**config.mk**
```make
export PLATFORM = sky130hd
export DESIGN_NAME = gray_step_arbiter
export DESIGN_NICKNAME = d
export VERILOG_FILES = /design/src/rtl/gray_step_arbiter.sv
export SDC_FILE = /design/constraint.sdc
export NUM_CORES = 1
export LEC_CHECK = 0
export ABC_AREA = 1
export CAP_MARGIN = 15
export CORE_MARGIN = 4
export CORE_UTILIZATION = 51
export DETAILED_ROUTE_END_ITERATION = 7
export HOLD_SLACK_MARGIN = 0.12
export PLACE_DENSITY = 0.78
export SYNTH_ARGS = -nofsm -noshare
export SYNTH_HDL_FRONTEND = slang
export SYNTH_SLANG_ARGS = --single-unit
```
**constraint.sdc**
```tcl
create_clock -name clk -period 1.6 [get_ports clk]
set_input_delay 0.32 -clock clk [delete_from_list [all_inputs] [get_ports clk]]
set_output_delay 0.32 -clock clk [all_outputs]
set_load 0.05 [all_outputs]
```
**src/rtl/gray_step_arbiter.sv**
```systemverilog
// gray_step_arbiter
//   Round-robin arbiter and sequencer for a shared Gray-coded up/down
//   position counter. Two requesters ask for a move of N steps in a chosen
//   direction. One request is granted at a time, and the position advances by
//   exactly one Gray step per clock until the move completes. A one-cycle done
//   pulse then goes back to the requester that owned the move.
//
// Ports
//   clk, rst          clock (rising edge), synchronous active-high reset
//   req0/dir0/steps0  requester 0: level request, direction (1=up), step count
//   req1/dir1/steps1  requester 1: same fields as requester 0
//   gnt0/gnt1         one-cycle grant pulse; the request fields are captured
//   done0/done1       one-cycle completion pulse to the owner of the move
//   busy              high from the grant cycle through the done cycle
//   step_en           high in each cycle in which gray has just moved one step
//   gray              current position in Gray code
//
// state   | meaning
// --------+--------------------------------------------------------------
// IDLE    | no move in progress; arbitrate and capture a request
// RUN     | apply one step per clock until rem reaches zero
// DONE    | pulse done to the owner, record it as last served, then IDLE
module gray_step_arbiter #(
  parameter int WIDTH = 4,
  parameter int STEPW = 4
) (
  input  logic             clk,
  input  logic             rst,
  input  logic             req0,
  input  logic             dir0,
  input  logic [STEPW-1:0] steps0,
  input  logic             req1,
  input  logic             dir1,
  input  logic [STEPW-1:0] steps1,
  output logic             gnt0,
  output logic             gnt1,
  output logic             done0,
  output logic             done1,
  output logic             busy,
  output logic             step_en,
  output logic [WIDTH-1:0] gray
);

  typedef enum logic [1:0] {
    ST_IDLE = 2'd0,
    ST_RUN  = 2'd1,
    ST_DONE = 2'd2
  } state_t;

  state_t           r_state;
  logic [WIDTH-1:0] r_bin;
  logic [WIDTH-1:0] r_gray;
  logic [STEPW-1:0] r_rem;
  logic             r_owner;
  logic             r_dir;
  logic             r_last;
  logic             r_gnt0;
  logic             r_gnt1;
  logic             r_done0;
  logic             r_done1;
  logic             r_busy;
  logic             r_step_en;

  logic             w_sel_valid;
  logic             w_sel;
  logic             w_sel_dir;
  logic [STEPW-1:0] w_sel_steps;
  logic [WIDTH-1:0] w_bin_nxt;
  logic [WIDTH-1:0] w_gray_nxt;

  // On a tie the requester that was not served last wins.
  assign w_sel_valid = req0 | req1;
  assign w_sel       = (req0 & req1) ? ~r_last : req1;
  assign w_sel_dir   = w_sel ? dir1 : dir0;
  assign w_sel_steps = w_sel ? steps1 : steps0;

  // Modulo 2^WIDTH: up wraps all-ones -> 0, down wraps 0 -> all-ones.
  assign w_bin_nxt  = r_dir ? (r_bin + WIDTH'(1)) : (r_bin - WIDTH'(1));
  assign w_gray_nxt = w_bin_nxt ^ (w_bin_nxt >> 1);

  always_ff @(posedge clk) begin
    if (rst) begin
      r_state   <= ST_IDLE;
      r_bin     <= '0;
      r_gray    <= '0;
      r_rem     <= '0;
      r_owner   <= 1'b0;
      r_dir     <= 1'b0;
      r_last    <= 1'b1;
      r_gnt0    <= 1'b0;
      r_gnt1    <= 1'b0;
      r_done0   <= 1'b0;
      r_done1   <= 1'b0;
      r_busy    <= 1'b0;
      r_step_en <= 1'b0;
    end else begin
      r_gnt0    <= 1'b0;
      r_gnt1    <= 1'b0;
      r_done0   <= 1'b0;
      r_done1   <= 1'b0;
      r_step_en <= 1'b0;
      case (r_state)
        ST_IDLE: begin
          if (w_sel_valid) begin
            r_owner <= w_sel;
            r_dir   <= w_sel_dir;
            r_rem   <= w_sel_steps;
            r_gnt0  <= ~w_sel;
            r_gnt1  <= w_sel;
            r_busy  <= 1'b1;
            r_state <= (w_sel_steps != '0) ? ST_RUN : ST_DONE;
          end
        end
        ST_RUN: begin
          r_bin     <= w_bin_nxt;
          r_gray    <= w_gray_nxt;
          r_rem     <= r_rem - STEPW'(1);
          r_step_en <= 1'b1;
          // Raise done together with the last step so they share a cycle.
          if (r_rem == STEPW'(1)) begin
            r_done0 <= ~r_owner;
            r_done1 <= r_owner;
            r_state <= ST_DONE;
          end
        end
        ST_DONE: begin
          // A zero-step move enters DONE straight from the grant, with done
          // not yet raised; spend one extra cycle here to pulse it.
          if (r_done0 | r_done1) begin
            r_busy  <= 1'b0;
            r_last  <= r_owner;
            r_state <= ST_IDLE;
          end else begin
            r_done0 <= ~r_owner;
            r_done1 <= r_owner;
          end
        end
        default: begin
          r_busy  <= 1'b0;
          r_state <= ST_IDLE;
        end
      endcase
    end
  end

  assign gnt0    = r_gnt0;
  assign gnt1    = r_gnt1;
  assign done0   = r_done0;
  assign done1   = r_done1;
  assign busy    = r_busy;
  assign step_en = r_step_en;
  assign gray    = r_gray;

endmodule

```
Word-level counts from Yosys, hierarchy flattened
Cells that the tools add are included.
{ "totals": {"input_bits": 14, "reg_bits": 23, "output_inout_bits": 10, "word_cells": 62} }
{ "op_classes": {"muxes": 21, "reduce_logical": 9, "eq_ne": 6, "add_sub_neg": 3, "bitwise": 10} }
{ "op_table": {"columns": ["op", "count"], "rows": [
  ["two-way mux 4 bit", 3],
  ["two-way mux 1 bit", 9],
  ["two-way mux 2 bit", 4],
  ["one-hot mux 4 bit (2 select lines)", 1],
  ["subtractor 4 x 1 -> 4 bit, second input constant", 2],
  ["!= test 2 bit, second input constant", 3],
  ["NOT 1 bit", 6],
  ["one-hot mux 2 bit (3 select lines)", 1],
  ["AND reduction 2 bit", 3],
  ["AND reduction 3 bit", 2],
  ["adder 4 x 1 -> 4 bit, second input constant", 1],
  ["== test 4 x 1 -> 1 bit, second input constant", 1],
  ["one-hot mux 1 bit (2 select lines)", 2],
  ["nonzero test 4 bit", 1],
  ["XOR 4 x 3 -> 4 bit", 1],
  ["one-hot mux 1 bit (3 select lines)", 1],
  ["OR reduction 3 bit", 1],
  ["== test 2 x 1 -> 1 bit, second input constant", 1],
  ["== test 2 bit, second input constant", 1],
  ["logical NOT 2 bit", 1],
  ["OR 1 bit", 2],
  ["nonzero test 2 bit", 1],
  ["bitwise AND 1 bit", 1]
]} }

Logic depth before layout (Yosys ltp)
Gate-level depths: netlist (run 1).
{ "depth": {"depth_word": 7, "ltp_mapped": 10, "mapped_depth_nobuf": 10} }

Least setup slack after synthesis (run 1)
Ideal clock, no wire load.
{ "synth_path": {"kind": "register to register", "startpoint": "register r_bin[0]", "endpoint": "register r_gray[2] (netlist: gray[2])", "required_ns": 1.536, "stages_incl_launch_ff": 10, "synth_period_minus_slack_ns": 1.487, "setup_time_ns": 0.064, "n_path_buf": 0, "setup_slack_ns": 0.113, "arrival_time_ns": 1.423, "cell_sequence": "dfxtp_1 inv_1 fa_1 xnor2_1 nand2_1 nand2_1 inv_1 nand2_1 inv_1 nor2_1"} }
{ "synth_via": {"elab_chain_len": 3, "word_cells_on_any_way": 4, "classes_between": "add/sub: 2; mux: 1; bitwise: 1"} }
{ "synth_rtl": {"columns": ["item", "line", "text"], "rows": [
  ["start: declaration", "51", "logic [WIDTH-1:0] r_bin;"],
  ["start signal: assignment", "115", "r_bin <= w_bin_nxt;"],
  ["subtractor 4 x 1 -> 4 bit / adder 4 x 1 -> 4 bit (equally long branches)", "78", "assign w_bin_nxt = r_dir ? (r_bin + WIDTH'(1)) : (r_bin - WIDTH'(1));"],
  ["two-way mux 4 bit *", "78", null],
  ["XOR 4 x 3 -> 4 bit *", "79", "assign w_gray_nxt = w_bin_nxt ^ (w_bin_nxt >> 1);"],
  ["end signal: assignment", "116", "r_gray <= w_gray_nxt;"],
  ["end: declaration", "52", "logic [WIDTH-1:0] r_gray;"]
]} }
Every way passes the cells marked *; elsewhere a longest branch is shown, timed or not.
A chain may end at the register's enable or synchronous reset.

Worst setup path after layout (run 1)
{ "layout_path": {"startpoint": "register r_dir", "endpoint": "register r_gray[2] (netlist: gray[2])"} }
{ "layout_via": {"elab_chain_len": 2} }
{ "layout_rtl": {"columns": ["item", "line", "text"], "rows": [
  ["start: declaration", "55", "logic r_dir;"],
  ["start signal: assignment", "106", "r_dir <= w_sel_dir;"],
  ["two-way mux 4 bit", "78", null],
  ["XOR 4 x 3 -> 4 bit", "79", null]
]} }
Every way passes these cells.

==> results of run 1 <==
==> registers in the layout (all words and copies together), names as in the netlist <==
signal and flops:
gnt1 1, gnt0 1, r_owner 1, gray 3
r_dir 1, done0 1, r_last 1, done1 1
step_en 1, r_bin 4, r_state 2, r_rem 4
busy 1
==> area by class of cell <==
cell class                      instances  area share (%)
Sequential cell                        22           26.13
Multi-Input combinational cell        131           44.58
Inverter                               31           6.808
Tap cell                               30           2.196
Clock buffer                            4           2.123
Timing Repair Buffer                   35           18.16
==> routing by layer <==
layer / vias up / part of all wire [%] / global-route usage (%)
li1: 663 / - / -
met1: 589 / 43 / 20.14
met2: 19 / 53 / 37.00
met3: 5 / 2.7 / 1.316
met4: 0 / 1.7 / 7.120
met5: - / 0 / 0
==> worst max-delay path, cell delays in order, from the launching register on <==
cell	delay, ns
dfxtp_4	0.39
fa_2	0.43
xnor2_4	0.21
nand2_1	0.09
nand2_1	0.06
inv_1	0.04
nand2_1	0.05
inv_1	0.03
nor2_1	0.08
==> stage by stage <==
step,instance area [um2],TNS [ns]
finish,1709,0
global route,1709,0
CTS,1655,0
detailed placement,1612,-1.227
global placement,1612,-0.7223
floorplan,1310,0
==> worst max path at each step <==
stage | from | end | slack, ns | depth (start not counted)
2_1_floorplan | r_bin[0] | gray[2] | 0.11 | 9
3_3_place_gp | req1 | r_rem[0] | -0.10 | 7
3_5_place_dp | req1 | r_rem[0] | -0.17 | 7
4_1_cts | r_bin[0] | gray[2] | 0.03 | 9
5_1_grt | r_dir | gray[2] | 0.006 | 11
6_report | r_dir | gray[2] | 0.16 | 8
==> layout by cell type, fill, tap and decap left out, drive strengths merged <==
| cell type | Yosys | layout |
|---|---|---|
| nand2 | 51 | 51 |
| inv | 30 | 30 |
| buf | 5 | 22 |
| dfxtp | 22 | 22 |
| nand3 | 17 | 17 |
| nor2 | 14 | 14 |
| a21oi | 13 | 13 |
| o21ai | 13 | 13 |
| clkdlybuf4s50 | 0 | 12 |
| ha | 7 | 7 |
| clkbuf | 1 | 4 |
| nand3b | 3 | 3 |
| xnor2 | 3 | 3 |
| xor2 | 2 | 2 |
| nand4 | 1 | 1 |
| clkinv | 1 | 1 |
| o22ai | 1 | 1 |
| a31oi | 1 | 1 |
| o311ai | 1 | 1 |
| nor4 | 1 | 1 |
| nor3 | 1 | 1 |
| o21a | 1 | 1 |
| fa | 1 | 1 |
| dlymetal6s2s | 0 | 1 |
==> power by group through the flow <==
stage                     clock, uW  sequential, uW  combinational, uW
after floorplan                   0            1070               1170
final                           311             886               2090
after global placement            0             866               1810
after CTS                       307             866               1910
after detailed placement          0             877               1860
after global routing            340             908               2330
==> cell families (layout without fill, tap and decap cells) <==
group                    Yosys count  in the layout
flip-flops                        22             22
AO/OA/AOI/OAI                     30             30
adder cells (fa/ha/maj)            8              8
buffers and inverters             37             70
AND/OR/NAND/NOR                   88             88
XOR/XNOR                           5              5
==> repair_timing <==
action | in CTS | in global routing
pin swaps | 0 | 3
cloned | 0 | 0
hold buffers | 0 | 0
setup endpoints to repair | 1 | 4
resized for setup | 1 | 15
==> impl_metrics.py, run 1 <==
metrics = {
    "status": {
        "status": "finished clean",
    },
    "detailed_routing": {
        "vias_per_cell": 5.043,
        "drc": 0,
        "ant_nets": 0,
        "via_count": 1276,
        "firstDrtPassIters": 4,
        "first_iter_violations": 25,
        "wire_per_inst_um": 11.32,
        "drt-total-wl_um": 2863,
    },
    "critical_path": {
        "path_max_fanout": 3,
        "r2r-start": "r_dir",
        "r2r_slack_ns": 0.16,
        "crit_arrival_ns": 1.70,
        "critPathCaptureType": "flip-flop",
        "r2r-end": "gray[2]",
        "rr_worst_depth": 8,
        "crit_required_ns": 1.86,
        "worstSetupPathType": "flip-flop to flip-flop",
        "cp-start-kind": "flip-flop",
    },
    "placed_design": {
        "dp.cells": 249,
        "dpl.hpwl_um": 2290,
        "port_buffers": 23,
        "pre_cts_slack_ns": -0.1688,
        "place_congestion": 0.7758,
    },
    "logic_synthesis": {
        "yosys.area_share.simple_pct": 29.89,
        "yosysTopAreaCell": "dfxtp_1",
        "synth_most_common_cell": "nand2_1",
        "synthTopCellsByArea": "dfxtp_1 34%, nand2_1 14%, inv_1 8.6%",
        "synth_cells": 190,
        "synth_compound_area_share_pct": 12.70,
        "synth_top_family_by_area": "simple AND/OR/NAND/NOR gates",
        "yosysSeqAreaShare_pct": 33.62,
        "muxShareOfSynthArea_pct": 0,
        "yosys_warnings": 0,
        "synthesis.nets": 212,
        "synth_fa_ha_area_share_pct": 8.214,
        "synth_edf_count": 0,
        "ys_ff_latch": 22,
        "synth_xor_area_share_pct": 3.343,
        "syn_area_per_cell_um2": 6.895,
        "ys_types": 30,
        "synth-async-reset-ratio_pct": 0,
        "yosysTopAreaCellShare_pct": 33.62,
        "syn_area_mm2": 0.001310,
        "synth_ff_type": "dfxtp_1",
        "synthTopCellsByCount": "48 x nand2_1, 30 x inv_1, 22 x dfxtp_1, 16 x nand3_1, 14 x nor2_1",
    },
    "grt": {
        "grt_antenna_before_repair": 0,
        "grt_pass1_wl_um": 5078,
        "grt_max_degree": 13,
        "grt_overflow": 0,
        "grt_pass1_vias": 1281,
        "grtUsageTotal_pct": 18.63,
    },
    "cts": {
        "clk_path_buf_depth": 2,
        "cts_sinks": 22,
        "h-tree-depth": 1,
        "cts_root_buffer": "clkbuf_4",
        "clk_pin_slew_ns": 0.12,
        "cts_buffers": 3,
        "clkLatencyLatePin_ns": 0.31,
        "cts_setup_buffers": 0,
        "cts_tree": "built",
    },
    "power": {
        "power.share.combinational_pct": 63.6,
        "internal_power_uw": 1764,
        "p_leak_uw": 0.0008377,
        "pwr-share-seq_pct": 27.0,
        "power.share.switching_pct": 46.34,
        "peakVddDrop_mv": 1.239,
        "total_power_uw": 3287,
        "clockPowerShare_pct": 9.5,
        "netSwitchingPower_uw": 1523,
        "powerDensity_mw_per_mm2": 1923,
    },
    "sta": {
        "rsz0062_at_grt": "false",
        "setup_viol": 0,
        "worst_pin_slew_ns": 0.3708,
        "relSlewSlack_pct": 75.24,
        "hold_viol": 0,
        "setup_slack_ns": 0.1602,
        "timing.hold.ws_ns": 0.4572,
        "timing.fmax_mhz": 694.5,
        "fin_crit_ns": 1.440,
        "finClkSkew_ns": 0.003163,
        "finalCritPeriodShare_pct": 89.99,
        "drv_slew": 0,
    },
    "cells_and_area": {
        "regArea_um2": 446.7,
        "nets": 246,
        "diodes": 0,
        "utilization_pct": 69.62,
        "finalNonFillerCells": 253,
        "areaGrowthSynthToFinish_pct": 30.47,
        "layout-drive-gt1-share_pct": 18.83,
        "fillers": 198,
        "multi_input_area_um2": 762.0,
    },
    "min_path": {
        "hold_depth": 1,
        "min-delay-start": "r_owner",
        "min_path_type": "flip-flop to flip-flop",
        "worstHoldEndpoint": "done0",
    },
    "floorplanning": {
        "ioPinCount": 24,
        "die_y_um": 58.68,
        "dieArea_mm2": 0.003443,
        "fp-row-count": 18,
        "die_w_um": 58.68,
        "start_util_pct": 53.36,
        "core-area_mm2": 0.002455,
    },
    "run": {
        "cap_violations": 0,
    },
}
Note: power is estimated with default switching activity, not from simulation.
==> run 2, diff against run 1 <==
- MAX_ROUTING_LAYER: default -> met4
==> run 2 against run 1 <==
Against the previous run: count of clock-buffer cells in the layout unchanged; power decreased by 0.11%; hold slack about the same; die area unchanged; wire length decreased by 0.14%; maximum frequency decreased by 0.33%; sequential cell count unchanged; largest cell class unchanged; highest routed layer unchanged.
==> impl_metrics.py, run 2 (synthesized netlist as in run 1, its figures left out) <==
metrics = {
    "cts": {
        "h-tree-depth": 1,
        "ctsHoldBuffers": 0,
        "cts_buffers": 3,
        "cts_tree": "built",
        "clk_pin_slew_ns": 0.12,
        "cts_root_buffer": "clkbuf_4",
        "clkLatencyLatePin_ns": 0.31,
        "cts_sinks": 22,
        "clk_path_buf_depth": 2,
    },
    "detailed_routing": {
        "wl_met2_um": 1518,
        "ant_nets": 0,
        "wl_met3_um": 87,
        "top_layer": "met4",
        "drt-total-wl_um": 2859,
        "firstDrtPassIters": 4,
        "via_count": 1280,
        "met1_length_um": 1203,
        "drc": 0,
        "wire_per_inst_um": 11.30,
        "first_iter_violations": 23,
        "vias_per_cell": 5.059,
    },
    "floorplanning": {
        "dieArea_mm2": 0.003443,
        "fp-row-count": 18,
        "die_w_um": 58.68,
        "core-area_mm2": 0.002455,
        "start_util_pct": 53.36,
        "ioPinCount": 24,
        "die_y_um": 58.68,
    },
    "sta": {
        "setup_slack_ns": 0.1554,
        "drv_slew": 0,
        "timing.fmax_mhz": 692.2,
        "hold_viol": 0,
        "finalCritPeriodShare_pct": 90.29,
        "finClkSkew_ns": 0.002724,
        "fin_crit_ns": 1.445,
        "worst_pin_slew_ns": 0.3709,
        "rsz0062_at_grt": "false",
        "timing.hold.ws_ns": 0.4575,
        "relSlewSlack_pct": 75.24,
        "setup_viol": 0,
    },
    "grt": {
        "grt_overflow": 0,
        "grtUsageTotal_pct": 19.23,
        "grt_pass1_wl_um": 5106,
        "grt_max_degree": 13,
        "grt_antenna_before_repair": 0,
        "grt_pass1_vias": 1278,
    },
    "power": {
        "total_power_uw": 3284,
        "p_leak_uw": 0.0008377,
        "peakVddDrop_mv": 1.239,
        "powerDensity_mw_per_mm2": 1921,
    },
    "cells_and_area": {
        "areaGrowthSynthToFinish_pct": 30.47,
        "nets": 246,
        "final_common_cell": "nand2_1",
        "layout-drive-gt1-share_pct": 18.83,
        "finalNonFillerCells": 253,
        "layout_common_cells": "47 x nand2_1, 29 x inv_1, 21 x buf_4",
        "postLayoutCellArea_mm2": 0.001709,
        "diodes": 0,
    },
    "critical_path": {
        "path_buf_inv": 3,
        "worstSetupPathType": "flip-flop to flip-flop",
        "path_max_fanout": 3,
        "cp_slowest_stage_delay_ns": 0.40,
        "critPathCaptureType": "flip-flop",
        "cpMaxStageDelayCell": "fa_2",
        "crit_arrival_ns": 1.70,
        "cp-start-kind": "flip-flop",
        "path_cells": "inv_1, fa_2, xnor2_4, nand2_1, nand2_1, inv_1, nand2_1, inv_1, nor2_1",
        "crit_required_ns": 1.85,
        "crit_family": "adder cells",
    },
    "placed_design": {
        "port_buffers": 23,
        "dp.cells": 249,
        "place_congestion": 0.7863,
        "postPlaceCellArea_mm2": 0.001612,
        "dpl.hpwl_um": 2290,
        "pre_cts_slack_ns": -0.1688,
    },
    "min_path": {
        "min_path_type": "flip-flop to flip-flop",
    },
    "status": {
        "status": "finished clean",
    },
    "run": {
        "cap_violations": 0,
    },
}
==> run 2: cell counts in the layout (fill, tap and decap cells not counted) <==
Identical to the previous run, type by type.
==> run 2: cell type report <==
type,count,area (um2)
tap,30,37.54
fill,198,745.7
inverter,31,116.4
multi-input combinational,131,762.0
sequential,22,446.7
clock buffer,4,36.28
timing repair buffer,35,310.3
==> run 2: through the flow <==
| step | setup TNS [ns] | utilization [%] |
|---|---|---|
| after floorplan | 0 | - |
| after global routing | 0 | 69.62 |
| after CTS | 0 | 67.43 |
| after global placement | -0.7223 | 65.65 |
| after detailed placement | -1.227 | 65.65 |
| final | 0 | 69.62 |
==> run 2: path summary, 6_finish.rpt <==
path,end,from,slack [ns],cells past startpoint
max reg2reg,gray[2],r_bin[1],0.16,9
max,gray[2],r_bin[1],0.16,9
min,done0,r_owner,0.46,1
min reg2reg,done0,r_owner,0.46,1
==> run 2: routing by layer <==
layer  global-route usage [%]  vias to the layer above
met5                        -                        -
met4                    7.120                        0
met3                    1.316                        5
met2                    37.00                       23
met1                    20.27                      589
li1                         -                      663
==> run 2: repair_timing <==
item | in CTS | in global routing
setup buffers | 0 | 0
endpoints found under the setup margin | 1 | 4
pin swaps | 0 | 3
cloned | 0 | 0
resized for setup | 1 | 15
==> run 2: worst register-to-register path: cells and delay by family (launching register included) <==
kind,cells,cell delay (ns)
and+or+nand+nor,4,0.28
DFF,1,0.35
xor gates and xnor gates,1,0.21
adders and majority gates,1,0.40
buffers and inverters,3,0.14
==> run 2: report_power, final <==
group	leakage, uW	internal (uW)	switching, uW	total, uW
Clock	0.0000210	139	167	306
Combinational	0.000634	877	1210	2090
Sequential	0.000182	748	139	887
Total	0.000838	1760	1520	3280
